### config.mk
export PLATFORM = sky130hd
export DESIGN_NAME = display_arbiter
export DESIGN_NICKNAME = d
export VERILOG_FILES = /design/src/rtl/display_pkg.sv /design/src/rtl/display_arbiter_rr_pick.sv /design/src/rtl/display_arbiter.sv
export SDC_FILE = /design/constraint.sdc
export NUM_CORES = 1
export LEC_CHECK = 0
export CORE_MARGIN = 2
export CORE_UTILIZATION = 25
export CTS_BUF_LIST = sky130_fd_sc_hd__clkbuf_2
export DETAILED_ROUTE_END_ITERATION = 10
export GPL_ROUTABILITY_DRIVEN = 0
export HOLD_SLACK_MARGIN = 0.06
export PLACE_DENSITY_LB_ADDON = 0.1
export SLEW_MARGIN = 20
export SYNTH_ARGS = -nofsm -noshare
export SYNTH_HDL_FRONTEND = slang
export SYNTH_SLANG_ARGS = --single-unit
### constraint.sdc
create_clock -name clk -period 2.7 [get_ports clk]
set_input_delay 0.54 -clock clk [delete_from_list [all_inputs] [get_ports clk]]
set_output_delay 0.54 -clock clk [all_outputs]
set_load 0.02 [all_outputs]
### src/rtl/display_pkg.sv
// rtl/display_pkg.sv - shared constants and state encoding for the display arbiter
`timescale 1ns/100ps
package display_pkg;

  localparam int NUM_DIGITS  = 4;
  localparam int DIGIT_W     = 4;
  localparam int DISP_W      = NUM_DIGITS * DIGIT_W;
  localparam int SCAN_PERIOD = 4095;

  localparam logic [1:0] IDLE  = 2'd0;
  localparam logic [1:0] GRANT = 2'd1;
  localparam logic [1:0] GAP   = 2'd2;

  typedef enum logic [1:0] {
    ST_IDLE  = IDLE,
    ST_GRANT = GRANT,
    ST_GAP   = GAP
  } arb_state_t;

  // Index width that never collapses to zero bits for single-entry sets.
  function automatic int clog2_min1(input int n);
    return (n > 1) ? $clog2(n) : 1;
  endfunction

endpackage

### src/rtl/display_arbiter_rr_pick.sv
// rtl/display_arbiter_rr_pick.sv - combinational round-robin picker starting after 'last'
`timescale 1ns/100ps
module rr_pick #(
  parameter  int NREQ = 4,
  localparam int IW   = (NREQ > 1) ? $clog2(NREQ) : 1
) (
  input  logic [NREQ-1:0] req,
  input  logic [IW-1:0]   last,
  output logic            found,
  output logic [IW-1:0]   idx
);

  function automatic logic [IW-1:0] slot(input logic [IW-1:0] base, input int k);
    return IW'((int'(base) + k) % NREQ);
  endfunction

  // Scan from the farthest slot back to the nearest so the nearest requester wins.
  always_comb begin
    found = 1'b0;
    idx   = '0;
    for (int k = NREQ; k >= 1; k--) begin
      if (req[slot(last, k)]) begin
        found = 1'b1;
        idx   = slot(last, k);
      end
    end
  end

endmodule

### src/rtl/display_arbiter.sv
// rtl/display_arbiter.sv - round-robin owner of the multiplexed seven-segment value input
`timescale 1ns/100ps
module display_arbiter
  import display_pkg::*;
#(
  parameter  int NREQ       = 4,
  parameter  int MIN_HOLD   = NUM_DIGITS * SCAN_PERIOD,
  parameter  int MAX_HOLD   = 65520,
  parameter  int GAP_CYCLES = 4,
  localparam int OW         = clog2_min1(NREQ)
) (
  input  logic                   clk,
  input  logic                   rst,
  input  logic [NREQ-1:0]        req,
  input  logic [DISP_W*NREQ-1:0] req_data,
  output logic [NREQ-1:0]        gnt,
  output logic [OW-1:0]          owner,
  output logic [DISP_W-1:0]      disp_val,
  output logic                   blank,
  output logic                   busy
);

  localparam int HOLD_W = clog2_min1(MAX_HOLD);
  localparam int GAP_W  = clog2_min1(GAP_CYCLES);

  arb_state_t        state_q, state_d;
  logic [NREQ-1:0]   gnt_d;
  logic [OW-1:0]     owner_d, last_q, last_d;
  logic [DISP_W-1:0] disp_d;
  logic              blank_d;
  logic [HOLD_W-1:0] hold_q, hold_d;
  logic [GAP_W-1:0]  gap_q, gap_d;

  logic              pick_found;
  logic [OW-1:0]     pick_idx;
  logic              load_grant;
  logic              own_req, others_req, min_done, max_done;

  rr_pick #(.NREQ(NREQ)) u_pick (
    .req   (req),
    .last  (last_q),
    .found (pick_found),
    .idx   (pick_idx)
  );

  assign own_req    = req[owner];
  assign others_req = |(req & ~gnt);
  assign min_done   = (hold_q >= HOLD_W'(MIN_HOLD - 1));
  assign max_done   = (hold_q >= HOLD_W'(MAX_HOLD - 1));

  always_comb begin
    state_d    = state_q;
    gnt_d      = gnt;
    owner_d    = owner;
    disp_d     = disp_val;
    blank_d    = blank;
    hold_d     = hold_q;
    gap_d      = gap_q;
    last_d     = last_q;
    load_grant = 1'b0;

    case (state_q)
      ST_IDLE: begin
        load_grant = pick_found;
      end
      ST_GRANT: begin
        if ((min_done && !own_req) || (max_done && others_req)) begin
          state_d = ST_GAP;
          gnt_d   = '0;
          blank_d = 1'b1;
          last_d  = owner;
          gap_d   = '0;
        end else begin
          if (!max_done) hold_d = hold_q + 1'b1;
          if (own_req) disp_d = req_data[int'(owner)*DISP_W +: DISP_W];
        end
      end
      ST_GAP: begin
        if (gap_q == GAP_W'(GAP_CYCLES - 1)) begin
          load_grant = pick_found;
          if (!pick_found) state_d = ST_IDLE;
        end else begin
          gap_d = gap_q + 1'b1;
        end
      end
      default: state_d = ST_IDLE;
    endcase

    if (load_grant) begin
      state_d           = ST_GRANT;
      gnt_d             = '0;
      gnt_d[pick_idx]   = 1'b1;
      owner_d           = pick_idx;
      disp_d            = req_data[int'(pick_idx)*DISP_W +: DISP_W];
      hold_d            = '0;
      blank_d           = 1'b0;
    end
  end

  always_ff @(posedge clk or posedge rst) begin
    if (rst) begin
      state_q  <= ST_IDLE;
      gnt      <= '0;
      owner    <= '0;
      disp_val <= '0;
      blank    <= 1'b1;
      hold_q   <= '0;
      gap_q    <= '0;
      last_q   <= OW'(NREQ - 1);
    end else begin
      state_q  <= state_d;
      gnt      <= gnt_d;
      owner    <= owner_d;
      disp_val <= disp_d;
      blank    <= blank_d;
      hold_q   <= hold_d;
      gap_q    <= gap_d;
      last_q   <= last_d;
    end
  end

  assign busy = (state_q != ST_IDLE);

endmodule

==> results.md <==
* Final setup vio count at 0
* First-pass GRT wire length at 12700 um
* CP Max Fanout at 17
* CP startpoint kind: input pin
* Area of the multi-input gates at 1560 um^2
* Core ar. at 10800 um^2
* Share of Yosys cell area claimed by the top area cell type at 38.0%
* Initial DRC Count at 70
* Post-route insts no fill at 490
* Placed Instances at 482
* Top post-synthesis cells by area: dfrtp_1 (38%), mux4_1 (12%), mux2_2 (8.6%), mux2i_1 (4.7%), nand2_1 (3.3%)
* Post-route core utilization at 37.9%
* DR vias at 2338
* Comb pwr share at 46.9%
* Clock group share of total power at 13.5%
* Post-synthesis instance total at 236
* Slowest stage delay, CP at 0.57 ns
* Die Ht at 109 um
* Area leader, netlist: dfrtp_1
* Skew final at 0.0264 ns
* Buffers on Ports at 93
* All-Layer GR Usage at 13.6%
* Synth Area in Compound Gates at 8.91%
* P_sw at 0.000870 W
* CTS H-Tree Depth at 2
* Slowest stage cell, crit path: mux4_1
* CTS tree: built
* Pint at 0.00156 W
* Required time worst endpoint at 3.05 ns
* Leak at 1.69 nW
* Pwr Density at 594 nW/um^2
* HP Class: input pin to asynchronous set/reset pin
* Largest net degree at the start of global routing at 30
* Avg Inst Size Synth at 11.7 um^2
* Die area at 11900 um^2
* MaxCap Viol Count at 0
* EDFF count, synth at 0
* Worst-Skew Late Latency at 0.44 ns
* Grt ovf at 0
* Syn_nets at 308
* Max clock buf depth at 2
* Area delta synth->final at 47.8%
* Slew Viols, Final at 0
* Ant. Diodes at 0
* Drt via density at 4.77
* Xor/xnor share of the synthesized area at 0%
* Clock slew at reported path FFs at 0.28 ns
* DRT Pass-1 Iters at 4
* WL/cell at 15.2 um
* Vias in the first global route at 2558
* CP endpoint kind: flop
* # rows at 38
* Post-route minimum period at 2.54 ns
* Sequential area share after synthesis at 40.9%
* Critical path cell sequence: clkdlybuf4s50_1, buf_4, o211ai_1, nand2_1, o31ai_4, buf_12, mux4_1, mux2_2
* Antenna violations before repair at 0
* Fraction of the mapped netlist area in adder cells at 0.905%
* Peak VDD IR at 0.270 mV
* Layout net count at 421
* Kind of critical path: input pin to flop
* Initial Utilization at 25.6%
* Main synth FF type: dfrtp_1
* FMAX at 393 MHz
* Seq pwr share at 39.6%
* Ports at 94
* CTS Hold Bufs at 0
* Die X-Extent at 109 um
* Syn Std Cell Area at 2770 um^2
* Root Driver: clkbuf_2
* Final wirelength at 7430 um
* FF+latch area at 1130 um^2
* Post-route DRC violation count at 0
* FF+latch count, synth at 45
* Sw Ratio at 35.8%
* Unrepaired setup endpoints after global routing: false
* Hold_ws at 0.299 ns
* Fill cells at 1046
* Final cycle utilization of the critical path at 94.1%
* Clock sinks at 45
* Ratio of cells with drive above 1 in the final layout at 19.4%
* WP data arrival at 2.89 ns
* Max-slew headroom at 62.9%
* Hold violation count in the final report at 0
* Netlist cell types at 49
* FFs w/ async S/R, synth at 100%
* Power consumption at 0.00243 W
* Syn. warnings at 0
* Num CTS Buffers at 5
* Mux cell area share after synthesis at 28.1%
* Simple-gate area share of the yosys netlist at 18.1%
* DP HPWL at 5690 um
* Main combinational cell family by area after synthesis: multiplexers
* Slew at the pin closest to its max-slew limit at 0.554 ns
* Antenna Nets Post-Route at 0
* Status: finished clean
==> flip-flops by register name, summed over array words and instances, names as in the netlist <==
register	flops
hold_q	16
state_q	2
last_q	2
gnt	4
disp_val	16
blank	1
owner	2
gap_q	2
==> layer usage <==
layer / track usage, % / wire length (um)
met5: 0 / 0
met4: 3.25 / 70
met3: 4.66 / 609
met2: 22.1 / 3380
met1: 17.4 / 3370
==> cell usage in the layout, fill, tap and decap left out, types with 6 or more instances in the layout <==
cell	count
clkdlybuf4s50_1	93
nor2_1	8
mux2_2	21
nand3_1	6
buf_4	23
dfrtp_1	42
mux4_1	13
nand2b_1	13
mux2i_1	13
inv_1	7
nor4_1	9
nand2_1	24
a21oi_1	7
==> kinds of logic after synthesis <==
| family | after synthesis |
|---|---|
| AOI/OAI and AO/OA | 30 |
| DFF | 45 |
| muxes | 50 |
| and+or+nand+nor | 89 |
| adders and majority gates | 2 |
| buffers and inverters | 20 |
==> stage by stage <==
| step | area, um^2 | setup slack (ns) | TNS (ns) |
|---|---|---|---|
| after floorplan | 2770 | 0.186 | 0 |
| after global placement | 4030 | -0.482 | -7.37 |
| after detailed placement | 4030 | -0.510 | -7.83 |
| after CTS | 4090 | 0.169 | 0 |
| after global routing | 4090 | 0.0529 | 0 |
| final | 4090 | 0.158 | 0 |
==> power by group through the flow <==
stage	combinational, W	sequential [W]	clock (W)
floorplan	0.000455	0.00111	0
global placement	0.00115	0.000968	0
detailed placement	0.00115	0.000971	0
CTS	0.00116	0.000962	0.000349
global route	0.00123	0.000986	0.000378
finish	0.00114	0.000960	0.000329
==> worst max-delay path, delay by kind of cell <==
| family | cells | cell delay, ns |
|---|---|---|
| buffers and inverters | 3 | 0.89 |
| multiplexers | 2 | 0.84 |
| AO/OA/AOI/OAI | 2 | 0.46 |
| AND/OR/NAND/NOR | 1 | 0.14 |
==> worst paths after layout <==
check                                     start                       end  slack, ns  cells past startpoint
min in group clk              blank$_DFFE_PP1P_         blank$_DFFE_PP1P_       0.48                      2
max in group asynchronous                   rst         blank$_DFFE_PP1P_       1.77                      3
min reg2reg                   blank$_DFFE_PP1P_         blank$_DFFE_PP1P_       0.48                      2
max                                      req[1]  disp_val[13]$_DFFE_PP0P_       0.16                      8
min                                         rst     hold_q[9]$_DFFE_PP0P_       0.30                      2
max reg2reg                gap_q[0]$_DFFE_PP0P_  disp_val[13]$_DFFE_PP0P_       0.22                      7
==> cell usage after synthesis, drive strengths merged, types with 6 or more instances <==
master and n:
a21oi 7, dfrtp 42, clkbuf 8, nand2 24, nand3 6, mux4 16
nand2b 13, nor4 10, mux2i 13, mux2 21, nor2 8, inv 8
==> final cells by class <==
type	instances	share of cell area, %
Clock inverter	3	0.612
Tap cell	140	4.29
Timing Repair Buffer	118	28.0
Multi-Input combinational cell	171	38.1
Clock buffer	5	0.612
Inverter	8	0.735
Sequential cell	45	27.6
==> timing repair <==
action / in CTS / in global routing
setup endpoints to repair: 2 / 0
buffers inserted: 0 / 0
gates resized for setup: 1 / 0
Note: power is estimated with default switching activity, not from simulation.
